==> src/rtl/game_pkg.sv <==
// Shared game types: block geometry, colours, directions and
// the active-video constants used by block_selector and renderer.
package game_pkg;

  localparam int H_ACTIVE = 1280;
  localparam int V_ACTIVE = 720;

  typedef enum logic [2:0] {
    UP,
    RIGHT,
    DOWN,
    LEFT,
    ANY
  } direction_t;

  typedef enum logic {
    BLUE,
    RED
  } block_color_t;

  typedef struct packed {
    logic [11:0]  x;
    logic [11:0]  y;
    logic [13:0]  z;
    block_color_t color;
    direction_t   direction;
  } block_t;

  typedef enum logic [1:0] {
    IDLE,
    SCAN,
    COMMIT
  } sel_state_t;

endpackage

==> src/rtl/block_selector_if.sv <==
// Block table write port: valid/ready handshake plus the
// fields of one table entry.
interface block_selector_if;

  logic        wr_valid;
  logic        wr_ready;
  logic [2:0]  wr_idx;
  logic [11:0] wr_x;
  logic [11:0] wr_y;
  logic [13:0] wr_z;
  logic        wr_color;
  logic [2:0]  wr_direction;
  logic        wr_visible;

  modport master (
    output wr_valid,
    output wr_idx,
    output wr_x,
    output wr_y,
    output wr_z,
    output wr_color,
    output wr_direction,
    output wr_visible,
    input  wr_ready
  );

  modport slave (
    input  wr_valid,
    input  wr_idx,
    input  wr_x,
    input  wr_y,
    input  wr_z,
    input  wr_color,
    input  wr_direction,
    input  wr_visible,
    output wr_ready
  );

endinterface

==> src/rtl/span_check.sv <==
// Signed distance test |a - c| <= HALF on zero-extended
// 12-bit coordinates.
module span_check #(
  parameter int HALF = 32
) (
  input  logic [11:0] a_i,
  input  logic [11:0] c_i,
  output logic        ok_o
);

  logic signed [12:0] diff;
  logic        [12:0] mag;

  assign diff = $signed({1'b0, a_i})
              - $signed({1'b0, c_i});
  assign mag  = diff[12] ? $unsigned(-diff)
                         : $unsigned(diff);
  assign ok_o = (mag <= 13'(HALF));

endmodule

==> src/rtl/block_selector.sv <==
// Per-pixel nearest-block source for renderer: block table,
// blanking-time scanline scan and 1-cycle pixel select.
module block_selector
  import game_pkg::*;
#(
  parameter int NUM_BLOCKS = 8,
  parameter int LINE_SLOTS = 4,
  parameter int BLOCK_HALF = 32,
  parameter int H_ACTIVE   = game_pkg::H_ACTIVE,
  parameter int V_ACTIVE   = game_pkg::V_ACTIVE
) (
  input  logic             clk_in,
  input  logic             rst_in,
  input  logic [10:0]      x_in,
  input  logic [9:0]       y_in,
  block_selector_if.slave  wr,
  output logic [11:0]      block_x,
  output logic [11:0]      block_y,
  output logic [13:0]      block_z,
  output logic             block_color,
  output logic [2:0]       block_direction,
  output logic             block_visible,
  output logic [10:0]      x_out,
  output logic [9:0]       y_out,
  output logic             line_overflow
);

  localparam int IW = $clog2(NUM_BLOCKS);
  localparam int SW = $clog2(LINE_SLOTS);
  localparam int CW = $clog2(LINE_SLOTS + 1);

  block_t                  tbl_q [NUM_BLOCKS];
  logic [NUM_BLOCKS-1:0]   live_q;

  sel_state_t              state_q;
  logic [IW-1:0]           idx_q;
  logic [11:0]             ty_q;
  logic [11:0]             ty_d;
  logic [CW-1:0]           cnt_q;
  logic                    ovf_q;
  logic                    lovf_q;
  block_t                  shd_q [LINE_SLOTS];
  logic [LINE_SLOTS-1:0]   shd_v_q;
  block_t                  act_q [LINE_SLOTS];
  logic [LINE_SLOTS-1:0]   act_v_q;

  block_t                  cur;
  logic                    scan_span;
  logic                    scan_hit;
  logic                    full;
  logic                    wr_fire;

  logic [LINE_SLOTS-1:0]   px_span;
  logic [LINE_SLOTS-1:0]   px_hit;
  block_t                  win_d;
  logic                    vis_d;
  block_t                  blk_q;
  logic                    vis_q;
  logic [10:0]             x_q;
  logic [9:0]              y_q;

  assign wr.wr_ready = (state_q == IDLE);
  assign wr_fire     = wr.wr_valid && wr.wr_ready;

  always_ff @(posedge clk_in) begin
    if (rst_in) begin
      live_q <= '0;
      for (int i = 0; i < NUM_BLOCKS; i++)
        tbl_q[i] <= '0;
    end else if (wr_fire) begin
      tbl_q[wr.wr_idx[IW-1:0]] <= '{
        x:         wr.wr_x,
        y:         wr.wr_y,
        z:         wr.wr_z,
        color:     block_color_t'(wr.wr_color),
        direction: direction_t'(wr.wr_direction)
      };
      live_q[wr.wr_idx[IW-1:0]] <= wr.wr_visible;
    end
  end

  assign cur  = tbl_q[idx_q];
  assign ty_d = (y_in == 10'(V_ACTIVE - 1))
              ? 12'd0 : {2'b00, y_in} + 12'd1;
  assign full = (cnt_q == CW'(LINE_SLOTS));

  span_check #(.HALF(BLOCK_HALF)) u_scan (
    .a_i  (ty_q),
    .c_i  (cur.y),
    .ok_o (scan_span)
  );

  // A zero-depth entry is treated as not present.
  assign scan_hit = live_q[idx_q]
                 && (cur.z != '0)
                 && scan_span;

  always_ff @(posedge clk_in) begin
    if (rst_in) begin
      state_q <= IDLE;
      idx_q   <= '0;
      ty_q    <= '0;
      cnt_q   <= '0;
      ovf_q   <= 1'b0;
      lovf_q  <= 1'b0;
      shd_v_q <= '0;
      act_v_q <= '0;
      for (int s = 0; s < LINE_SLOTS; s++) begin
        shd_q[s] <= '0;
        act_q[s] <= '0;
      end
    end else begin
      lovf_q <= 1'b0;
      unique case (state_q)
        IDLE: begin
          if (x_in == 11'(H_ACTIVE)) begin
            state_q <= SCAN;
            ty_q    <= ty_d;
            idx_q   <= '0;
            cnt_q   <= '0;
            ovf_q   <= 1'b0;
            shd_v_q <= '0;
          end
        end
        SCAN: begin
          if (scan_hit) begin
            if (!full) begin
              shd_q[cnt_q[SW-1:0]]   <= cur;
              shd_v_q[cnt_q[SW-1:0]] <= 1'b1;
              cnt_q <= cnt_q + 1'b1;
            end else begin
              ovf_q <= 1'b1;
            end
          end
          if (idx_q == IW'(NUM_BLOCKS - 1))
            state_q <= COMMIT;
          else
            idx_q <= idx_q + 1'b1;
        end
        COMMIT: begin
          act_q   <= shd_q;
          act_v_q <= shd_v_q;
          lovf_q  <= ovf_q;
          state_q <= IDLE;
        end
        default: state_q <= IDLE;
      endcase
    end
  end

  for (genvar g = 0; g < LINE_SLOTS; g++) begin : g_px
    span_check #(.HALF(BLOCK_HALF)) u_px (
      .a_i  ({1'b0, x_in}),
      .c_i  (act_q[g].x),
      .ok_o (px_span[g])
    );
    assign px_hit[g] = act_v_q[g] && px_span[g];
  end

  // Strict less-than keeps the lower slot on equal depth.
  always_comb begin
    win_d = '0;
    vis_d = 1'b0;
    for (int s = 0; s < LINE_SLOTS; s++) begin
      if (px_hit[s] && (!vis_d || act_q[s].z < win_d.z)) begin
        win_d = act_q[s];
        vis_d = 1'b1;
      end
    end
  end

  always_ff @(posedge clk_in) begin
    if (rst_in) begin
      blk_q <= '0;
      vis_q <= 1'b0;
      x_q   <= '0;
      y_q   <= '0;
    end else begin
      blk_q <= win_d;
      vis_q <= vis_d;
      x_q   <= x_in;
      y_q   <= y_in;
    end
  end

  assign block_x         = blk_q.x;
  assign block_y         = blk_q.y;
  assign block_z         = blk_q.z;
  assign block_color     = blk_q.color;
  assign block_direction = blk_q.direction;
  assign block_visible   = vis_q;
  assign x_out           = x_q;
  assign y_out           = y_q;
  assign line_overflow   = lovf_q;

endmodule

==> src/flat_wrapper.sv <==
// flat-port wrapper written by rule: the top's interface ports become plain ports
module block_selector_flat import game_pkg::*;
#(
  parameter int NUM_BLOCKS = 8,
  parameter int LINE_SLOTS = 4,
  parameter int BLOCK_HALF = 32,
  parameter int H_ACTIVE   = game_pkg::H_ACTIVE,
  parameter int V_ACTIVE   = game_pkg::V_ACTIVE
)
  (clk_in, rst_in, x_in, y_in, block_x, block_y, block_z, block_color, block_direction, block_visible, x_out, y_out, line_overflow, wr_wr_valid, wr_wr_idx, wr_wr_x, wr_wr_y, wr_wr_z, wr_wr_color, wr_wr_direction, wr_wr_visible, wr_wr_ready);
  block_selector_if wr_i ();
  input  logic clk_in;
  input  logic rst_in;
  input  logic [10:0] x_in;
  input  logic [9:0] y_in;
  output logic [11:0] block_x;
  output logic [11:0] block_y;
  output logic [13:0] block_z;
  output logic block_color;
  output logic [2:0] block_direction;
  output logic block_visible;
  output logic [10:0] x_out;
  output logic [9:0] y_out;
  output logic line_overflow;
  input wire logic [$bits(wr_i.wr_valid)-1:0] wr_wr_valid;
  input wire logic [$bits(wr_i.wr_idx)-1:0] wr_wr_idx;
  input wire logic [$bits(wr_i.wr_x)-1:0] wr_wr_x;
  input wire logic [$bits(wr_i.wr_y)-1:0] wr_wr_y;
  input wire logic [$bits(wr_i.wr_z)-1:0] wr_wr_z;
  input wire logic [$bits(wr_i.wr_color)-1:0] wr_wr_color;
  input wire logic [$bits(wr_i.wr_direction)-1:0] wr_wr_direction;
  input wire logic [$bits(wr_i.wr_visible)-1:0] wr_wr_visible;
  output wire logic [$bits(wr_i.wr_ready)-1:0] wr_wr_ready;
  assign wr_i.wr_valid = wr_wr_valid;
  assign wr_i.wr_idx = wr_wr_idx;
  assign wr_i.wr_x = wr_wr_x;
  assign wr_i.wr_y = wr_wr_y;
  assign wr_i.wr_z = wr_wr_z;
  assign wr_i.wr_color = wr_wr_color;
  assign wr_i.wr_direction = wr_wr_direction;
  assign wr_i.wr_visible = wr_wr_visible;
  assign wr_wr_ready = wr_i.wr_ready;
  block_selector #(.NUM_BLOCKS(NUM_BLOCKS), .LINE_SLOTS(LINE_SLOTS), .BLOCK_HALF(BLOCK_HALF), .H_ACTIVE(H_ACTIVE), .V_ACTIVE(V_ACTIVE)) u_core (.clk_in(clk_in), .rst_in(rst_in), .x_in(x_in), .y_in(y_in), .wr(wr_i), .block_x(block_x), .block_y(block_y), .block_z(block_z), .block_color(block_color), .block_direction(block_direction), .block_visible(block_visible), .x_out(x_out), .y_out(y_out), .line_overflow(line_overflow));
endmodule
==> config.mk <==
export PLATFORM = sky130hd
export DESIGN_NAME = block_selector_flat
export DESIGN_NICKNAME = d
export VERILOG_FILES = /design/src/rtl/game_pkg.sv /design/src/rtl/block_selector_if.sv /design/src/rtl/span_check.sv /design/src/rtl/block_selector.sv /design/src/flat_wrapper.sv
export SDC_FILE = /design/constraint.sdc
export NUM_CORES = 1
export LEC_CHECK = 0
export BUFFER_PORTS_ARGS = -buffer_cell sky130_fd_sc_hd__buf_2
export CAP_MARGIN = 20
export CORE_MARGIN = 2
export CORE_UTILIZATION = 50
export CTS_BUF_LIST = sky130_fd_sc_hd__clkbuf_2 sky130_fd_sc_hd__clkbuf_4 sky130_fd_sc_hd__clkbuf_8
export DETAILED_ROUTE_END_ITERATION = 6
export PLACE_DENSITY = 0.66
export SLEW_MARGIN = 30
export SYNTH_ARGS = -nofsm -noshare
export SYNTH_HDL_FRONTEND = slang
export SYNTH_HIERARCHICAL = 1
export SYNTH_SLANG_ARGS = --single-unit
==> constraint.sdc <==
create_clock -name clk_in -period 29.6 [get_ports clk_in]
set_input_delay 0 -clock clk_in [delete_from_list [all_inputs] [get_ports clk_in]]
set_output_delay 0 -clock clk_in [all_outputs]
set_load 0.02 [all_outputs]
==> metrics.csv, run 1 <==
stage,metric,value,unit
layout,# nets final,3797,
cts,postcts setup bufs,0,
synth,warnings from Yosys,6,
pwr,VDD IR max,30.7,uV
drt,Routed Antenna Nets,0,
drt,First-pass DRT Iterations,5,
pwr,Total Power,2.21,mW
pwr,Sequential Power Share,51.5,%
floorplan,site row count,98,
global_routing,busiest layer in global routing,met2,
floorplan,Chip Width,271,um
synth,ys async rst share,0,%
worst_setup_path,CP Launch Type,register,
synth,area share of the largest cell type after synthesis,28.2,%
floorplan,initial core utilization,50.3,%
global_routing,largest net degree at the start of global routing,119,
layout,layout cell share with drive strength beyond 1,16.6,%
worst_setup_path,delay of the slowest cell on the worst path,690,ps
cts,Root Driver,clkbuf_8,
sta,TNS Setup,0,ps
drt,DRC,0,
sta,RSZ-0062 raised after global routing,false,
sta,Final setup viols,0,
pwr,LEAKAGE,14.6,nW
layout,fin cells,4665,
global_routing,first-pass GRT wire length,139000,um
drt,total number of vias,25700,
sta,Max-Slew Margin vs Limit,32.8,%
drt,Post-Route WL,89300,um
floorplan,IO Pins,136,
sta,fmax,0.0844,GHz
layout,P&R area growth vs syn,13.4,%
floorplan,Die ar.,73700,um2
synth,Synth Register Bits,776,
synth,sequential-to-total area share from yosys stat,52.9,%
synth,most common cell in the synthesized netlist,nand2_1,
drt,DR WL/cell,19.1,um
pwr,switch share,23.0,%
cts,H-tree levels,4,
synth,"top cells by count, synth","nand2_1, dfxtp_1, and2_1",
cts,CTS tree,built,
synth,"EDFF count, synth",336,
worst_setup_path,CP bufs+invs,4,
worst_setup_path,CP top delay family,compound AO/OA/AOI/OAI gates,
worst_hold_path,Min-Delay Path Class,in -> reg,
synth,Post-synth top flop,dfxtp_1,
synth,Unique masters post-synth,84,
global_routing,vias in the first global route,24600,
run,MaxCap Viol Count,0,
global_routing,grt total ovfl,0,
worst_setup_path,arrival time of the worst setup path,12520,ps
worst_setup_path,CP max FO,61,
placed_design,Cells after DPL,4358,
sta,hold slack,82.9,ps
placed_design,routability cong.,0.868,
synth,mean post-synth cell area,10.4,um2
synth,"area leader, netlist",edfxtp_1,
worst_setup_path,"Slowest-stage cell, CP",buf_4,
global_routing,GRT met1 Usage,34.3,%
pwr,PwrDens,54.6,nW/um2
drt,Via density,5.51,
drt,1st-iter DRT viols,2296,
pwr,Internal Power,1.70,mW
synth,synth top area cells,"edfxtp_1, dfxtp_1, and2_1",
pwr,Psw,510,uW
cts,Worst-path clk slew,60,ps
pwr,Comb power frac,5.4,%
sta,Worst Skew,40.4,ps
global_routing,number of antenna violations at the first check in global routing,6,
cts,clock sink count,776,
synth,synthesized cell area,35800,um2
pwr,Clock Power Share,43.1,%
cts,Longest Clk Path Bufs,3,
worst_setup_path,type of the worst setup path,reg -> reg,
sta,final cycle utilization of the critical path,40.0,%
cts,Clock Latency Late Sink,790,ps
global_routing,met3 Use GR,4.66,%
synth,Mapped Cells,3451,
layout,post-route core utilization,57.0,%
sta,Final min period,11840,ps
floorplan,Core Footprint,71100,um2
worst_setup_path,CP Capture Type,register,
run_status,status,"complete, no violations",
sta,Slew Limit Fails,0,
cts,CTS buffer count,131,
sta,hold violation total from the final report,0,
global_routing,met2 Resource Use GR,37.7,%
worst_setup_path,CP most frequent cell,ha_1,
placed_design,buffers added on ports,135,
placed_design,dpl hpwl,54500,um
sta,Slew @ Worst Pin,1010,ps
floorplan,Die H,271,um
worst_setup_path,Worst Path Required,30280,ps
global_routing,overall global routing resource usage,24.1,%
==> kinds of logic (layout without fill, tap and decap cells) <==
kind of cell	count (synthesis)	after routing	share of synthesized area (%)
simple gates	1290	1290	18.2
flops	776	776	52.9
compound gates	669	669	11.4
buf+inv	386	643	4.36
mux	189	189	8.48
fa+ha+maj	113	113	4.05
xor+xnor	27	27	0.661
other cells	1	8	0.0105
==> worst paths after layout <==
kind / slack, ps / depth (start not counted) / to / start
worst max-delay path: 17760 / 36 / u_core/block_direction[0]$_SDFF_PP0_ / u_core/act_q[158]$_SDFFE_PP0N_
worst min-delay path: 80 / 3 / u_core/x_out[0]$_SDFF_PP0_ / x_in[0]
worst max register to register: 17760 / 36 / u_core/block_direction[0]$_SDFF_PP0_ / u_core/act_q[158]$_SDFFE_PP0N_
worst min register to register: 420 / 2 / u_core/act_q[76]$_SDFFE_PP0N_ / u_core/shd_q[76]$_SDFFE_PP0P_
==> worst register-to-register path, delay by kind of cell (launching register included) <==
kind / cells / cell delay (ps)
AO/OA/AOI/OAI: 14 / 4420
AND/OR/NAND/NOR: 11 / 3190
buffers and inverters: 4 / 1440
multiplexers: 3 / 1070
adder cells (fa/ha/maj): 4 / 1290
flip-flops: 1 / 340
==> per-stage QoR <==
stage | cell area (um2) | setup slack, ps
2_1_floorplan | 35800 | 20300
3_3_place_gp | 37200 | 17430
3_5_place_dp | 37200 | 17430
4_1_cts | 40500 | 17360
5_1_grt | 40600 | 16890
6_report | 40600 | 17760
==> per-layer routing <==
layer | routed length, um | vias to the layer above
li1 | - | 12600
met1 | 41400 | 12400
met2 | 40800 | 671
met3 | 5380 | 127
met4 | 1710 | 4
met5 | 27 | -
==> placed cells by master, fill, tap and decap left out, types with 11 or more instances in the layout <==
cell type,count
nor4_1,16
xnor2_1,13
edfxtp_1,336
nor2b_1,30
o21ai_1,146
mux2_2,52
or2_2,12
o21a_1,23
nor3_1,22
o21ai_0,90
nand2_1,469
xor2_1,14
a21o_1,11
inv_1,169
nand4_1,20
mux2i_1,51
dfxtp_1,437
nor2_1,53
o211ai_1,67
a21oi_1,237
buf_2,134
and2_1,342
buf_4,32
or3_1,11
clkbuf_8,149
mux4_2,86
dlygate4sd3_1,74
nand3_1,238
ha_1,106
clkbuf_4,48
clkinv_1,14
==> layout make-up <==
| class | count | area, um2 |
|---|---|---|
| fill | 6296 | 30600 |
| antenna | 3 | 7.51 |
| clock inverter | 33 | 211 |
| inverter | 170 | 646 |
| multi-input combinational | 2293 | 15500 |
| clock buffer | 196 | 2400 |
| sequential | 776 | 18900 |
| timing repair buffer | 244 | 1710 |
| tap | 950 | 1190 |
==> repair_timing <==
item / in CTS / in global routing
hold buffers: 74 / 0
endpoints found under the setup margin: 0 / 0
gates resized for setup: 0 / 0
hold endpoints to repair: 439 / 0
==> power by group through the flow <==
stage | logic, mW | clock network, mW | registers, mW
finish | 0.120 | 0.954 | 1.14
floorplan | 0.0682 | 0 | 1.16
global route | 0.130 | 1.02 | 1.14
detailed placement | 0.111 | 0 | 1.16
CTS | 0.120 | 0.977 | 1.14
global placement | 0.110 | 0 | 1.16
==> registers in the layout, indices dropped and copies added, names as in the netlist, 4 cells and up, named ones only <==
register	flops
u_core/x_out	11
u_core/act_v_q	4
u_core/block_y	12
u_core/act_q	168
u_core/block_x	12
u_core/shd_q	168
u_core/shd_v_q	4
u_core/y_out	10
u_core/ty_q	11
u_core/tbl_q	336
u_core/block_z	14
u_core/live_q	8
Note: power is estimated with default switching activity, not from simulation.
==> inputs of run 2 (changes only) <==
- ABC_AREA: unset -> 1
- clock period: 29.6 -> 12.2 ns (I/O delays scaled with it)
==> metrics.csv, run 2 <==
stage,metric,value,unit,change
run_status,status,"complete, but fails checks",,"was complete, no violations"
run_status,failing checks,DRC,,
floorplan,Die ar.,74400,um2,was 73700 um2
synth,Post-synth top flop,dfxtp_1,,unchanged
placed_design,DP Area,37200,um2,about the same
floorplan,Die H,273,um,was 271 um
drt,total number of vias,30400,,was 25.7k
worst_setup_path,CP top delay family,simple AND/OR/NAND/NOR gates,,was compound AO/OA/AOI/OAI gates
global_routing,first-pass GRT wire length,158000,um,was 139000 um
layout,FF/Latch Area,18900,um2,about the same
layout,layout cell share with drive strength beyond 1,10.2,%,was 16.6%
layout,most frequent cells in the layout,"nor2_1, nand2_1, o21ai_0, inv_1, dfxtp_1",,"was nand2_1, dfxtp_1, and2_1, edfxtp_1, nand3_1"
floorplan,initial core utilization,50.5,%,was 50.3%
global_routing,largest net degree at the start of global routing,186,,was 119
sta,final cycle utilization of the critical path,72.0,%,was 40.0%
global_routing,number of antenna violations at the first check in global routing,3,,was 6
synth,"area leader, netlist",edfxtp_1,,unchanged
global_routing,busiest layer in global routing,met2,,unchanged
sta,Worst Skew,33.6,ps,was 40.4 ps
worst_setup_path,arrival time of the worst setup path,9440,ps,was 12520 ps
worst_setup_path,CP bufs+invs,5,,was 4
synth,synthesized cell area,36100,um2,was 35800 um2
synth,sequential-to-total area share from yosys stat,52.3,%,was 52.9%
layout,largest register by flop count,u_core/tbl_q,,unchanged
cts,clock sink count,776,,unchanged
synth,warnings from Yosys,6,,unchanged
placed_design,buffers added on ports,135,,unchanged
floorplan,Core Footprint,71500,um2,was 71100 um2
global_routing,GRT met1 Usage,38.9,%,was 34.3%
cts,Worst-path clk slew,70,ps,was 60 ps
cts,H-tree levels,4,,unchanged
sta,TNS Setup,0,ps,unchanged
layout,max reg flops,336,,unchanged
synth,most common cell in the synthesized netlist,nor2_1,,was nand2_1
pwr,LEAKAGE,17.1,nW,was 14.6 nW
sta,fmax,0.114,GHz,was 0.0844 GHz
worst_hold_path,Min-Delay Path Class,in -> reg,,unchanged
drt,Post-Route WL,102000,um,was 89300 um
drt,Routed Antenna Nets,0,,unchanged
synth,Unique masters post-synth,46,,was 84
worst_setup_path,CP most frequent cell,nand2_1,,was ha_1
worst_setup_path,CP Launch Type,register,,unchanged
placed_design,dpl hpwl,62800,um,was 54500 um
sta,Slew Limit Fails,0,,unchanged
floorplan,IO Pins,136,,unchanged
global_routing,vias in the first global route,28100,,was 24.6k
cts,Root Driver,clkbuf_8,,unchanged
placed_design,routability cong.,0.898,,was 0.868
worst_setup_path,"Slowest-stage cell, CP",inv_2,,was buf_4
drt,1st-iter DRT viols,3109,,was 2296
synth,"EDFF count, synth",336,,unchanged
layout,fillers,6606,,was 6296
cts,postcts setup bufs,0,,unchanged
synth,area share of the largest cell type after synthesis,27.9,%,was 28.2%
worst_setup_path,delay of the slowest cell on the worst path,640,ps,was 690 ps
worst_setup_path,CP max FO,73,,was 61
cts,CTS buffer count,132,,was 131
drt,First-pass DRT Iterations,7,,was 5
synth,Synth Register Bits,776,,unchanged
global_routing,met2 Resource Use GR,41.5,%,was 37.7%
cts,CTS tree,built,,unchanged
worst_setup_path,CP Capture Type,register,,unchanged
sta,RSZ-0062 raised after global routing,false,,unchanged
cts,Longest Clk Path Bufs,3,,unchanged
pwr,PwrDens,134,nW/um2,was 54.6 nW/um2
sta,final setup margin,3420,ps,was 17760 ps
sta,Slew @ Worst Pin,1090,ps,was 1010 ps
synth,synth top area cells,"edfxtp_1, dfxtp_1, nor2_1",,"was edfxtp_1, dfxtp_1, and2_1"
layout,P&R area growth vs syn,12.9,%,was 13.4%
layout,# nets final,4759,,was 3797
synth,mean post-synth cell area,8.14,um2,was 10.4 um2
layout,Multi-input gate area,14400,um2,was 15500 um2
drt,DR WL/cell,18.2,um,was 19.1 um
pwr,VDD IR max,101,uV,was 30.7 uV
layout,largest registers,"u_core/tbl_q x336, u_core/act_q x168, u_core/shd_q x168",,unchanged
drt,Via density,5.41,,was 5.51
layout,"leading cell type in the layout, fill and taps excluded",nor2_1,,was nand2_1
sta,Final setup viols,0,,unchanged
drt,DRC,5,,was 0
layout,post-layout instance area,40700,um2,was 40600 um2
sta,Final min period,8780,ps,was 11840 ps
global_routing,overall global routing resource usage,27.2,%,was 24.1%
synth,Mapped Cells,4437,,was 3451
synth,ys async rst share,0,%,unchanged
sta,hold violation total from the final report,0,,unchanged
placed_design,"worst slack, placed",3570,ps,was 17430 ps
cts,Clock Latency Late Sink,790,ps,about the same
floorplan,site row count,98,,unchanged
layout,fin cells,5628,,was 4665
worst_setup_path,Worst Path Required,12860,ps,was 30280 ps
worst_setup_path,type of the worst setup path,reg -> reg,,unchanged
global_routing,met3 Use GR,4.94,%,was 4.66%
floorplan,Chip Width,273,um,was 271 um
global_routing,grt total ovfl,0,,unchanged
sta,Max-Slew Margin vs Limit,27.1,%,was 32.8%
run,MaxCap Viol Count,0,,unchanged
placed_design,Cells after DPL,5308,,was 4358
synth,"top cells by count, synth","nor2_1, nand2_1, o21ai_0",,"was nand2_1, dfxtp_1, and2_1"
==> run 2: changes by cell type after synthesis, sizes merged, moves of 52 or more <==
cell / before / now
o21ai: 236 / 558
o22ai: 4 / 69
mux2: 52 / 0
inv: 169 / 465
and2: 343 / 1
a21oi: 240 / 376
nor2: 59 / 753
nand2: 478 / 728
a31oi: 3 / 67
o211ai: 67 / 2
mux4: 86 / 0
nand3: 238 / 183
==> run 2: worst register-to-register path, delay by kind of cell, from the launching register on <==
kind,cells,cell delay [ps]
buffers and inverters,5,2240
DFF,1,330
adders and majority gates,5,1590
and+or+nand+nor,32,2970
AOI/OAI and AO/OA,6,1500
==> run 2: power by group <==
part	total, mW	leakage [nW]	switching [mW]	internal [mW]
Sequential	2.78	6.97	0.0141	2.77
Combinational	0.336	8.69	0.236	0.0995
Clock	2.36	1.40	1.06	1.30
Total	5.48	17.1	1.31	4.17
==> run 2: final cells by class <==
cell class | count | area share [%]
antenna | 1 | 0.00614
clock buffer | 201 | 6.10
clock inverter | 32 | 0.458
inverter | 466 | 4.34
multi-input combinational | 2944 | 35.3
sequential | 776 | 46.4
tap | 950 | 2.92
timing repair buffer | 258 | 4.49
==> run 2: timing repair <==
item,CTS,global route
gates resized for setup,0,0
endpoints found under the hold margin,407,0
hold buffers,86,0
endpoints found under the setup margin,0,0
==> run 2: kinds of logic after synthesis <==
family / share of synthesized area [%]
XOR/XNOR: 0.194
AND/OR/NAND/NOR: 19.3
AO/OA/AOI/OAI: 16.1
other: 0.0104
buffers and inverters: 8.11
flip-flops: 52.3
adder cells (fa/ha/maj): 3.95
==> run 2: final timing paths <==
check	slack (ps)	depth (start not counted)	from	to
max	3420	48	u_core/act_q[156]$_SDFFE_PP0N_	u_core/block_x[0]$_SDFF_PP0_
min	80	4	wr_wr_idx[1]	u_core/live_q[2]$_SDFFE_PP0P_
max reg2reg	3420	48	u_core/act_q[156]$_SDFFE_PP0N_	u_core/block_x[0]$_SDFF_PP0_
min reg2reg	450	2	u_core/shd_q[127]$_SDFFE_PP0P_	u_core/act_q[127]$_SDFFE_PP0N_
==> run 2: per-stage QoR <==
stage          util, %  hold slack [ps]  power [mW]
2_1_floorplan        -              107        3.03
3_3_place_gp      52.0              243        3.14
3_5_place_dp      52.0              246        3.15
4_1_cts           57.0             4.18        5.51
5_1_grt           57.0             81.5        5.67
6_report          57.0             81.7        5.48
==> run 2: routing by layer <==
layer / wire (um) / vias to the layer above / share of wire, %
met2: 45300 / 1062 / 44
met5: 0 / - / 0
met1: 46800 / 14200 / 46
li1: - / 15000 / -
met4: 2550 / 0 / 2.5
met3: 7580 / 176 / 7.4
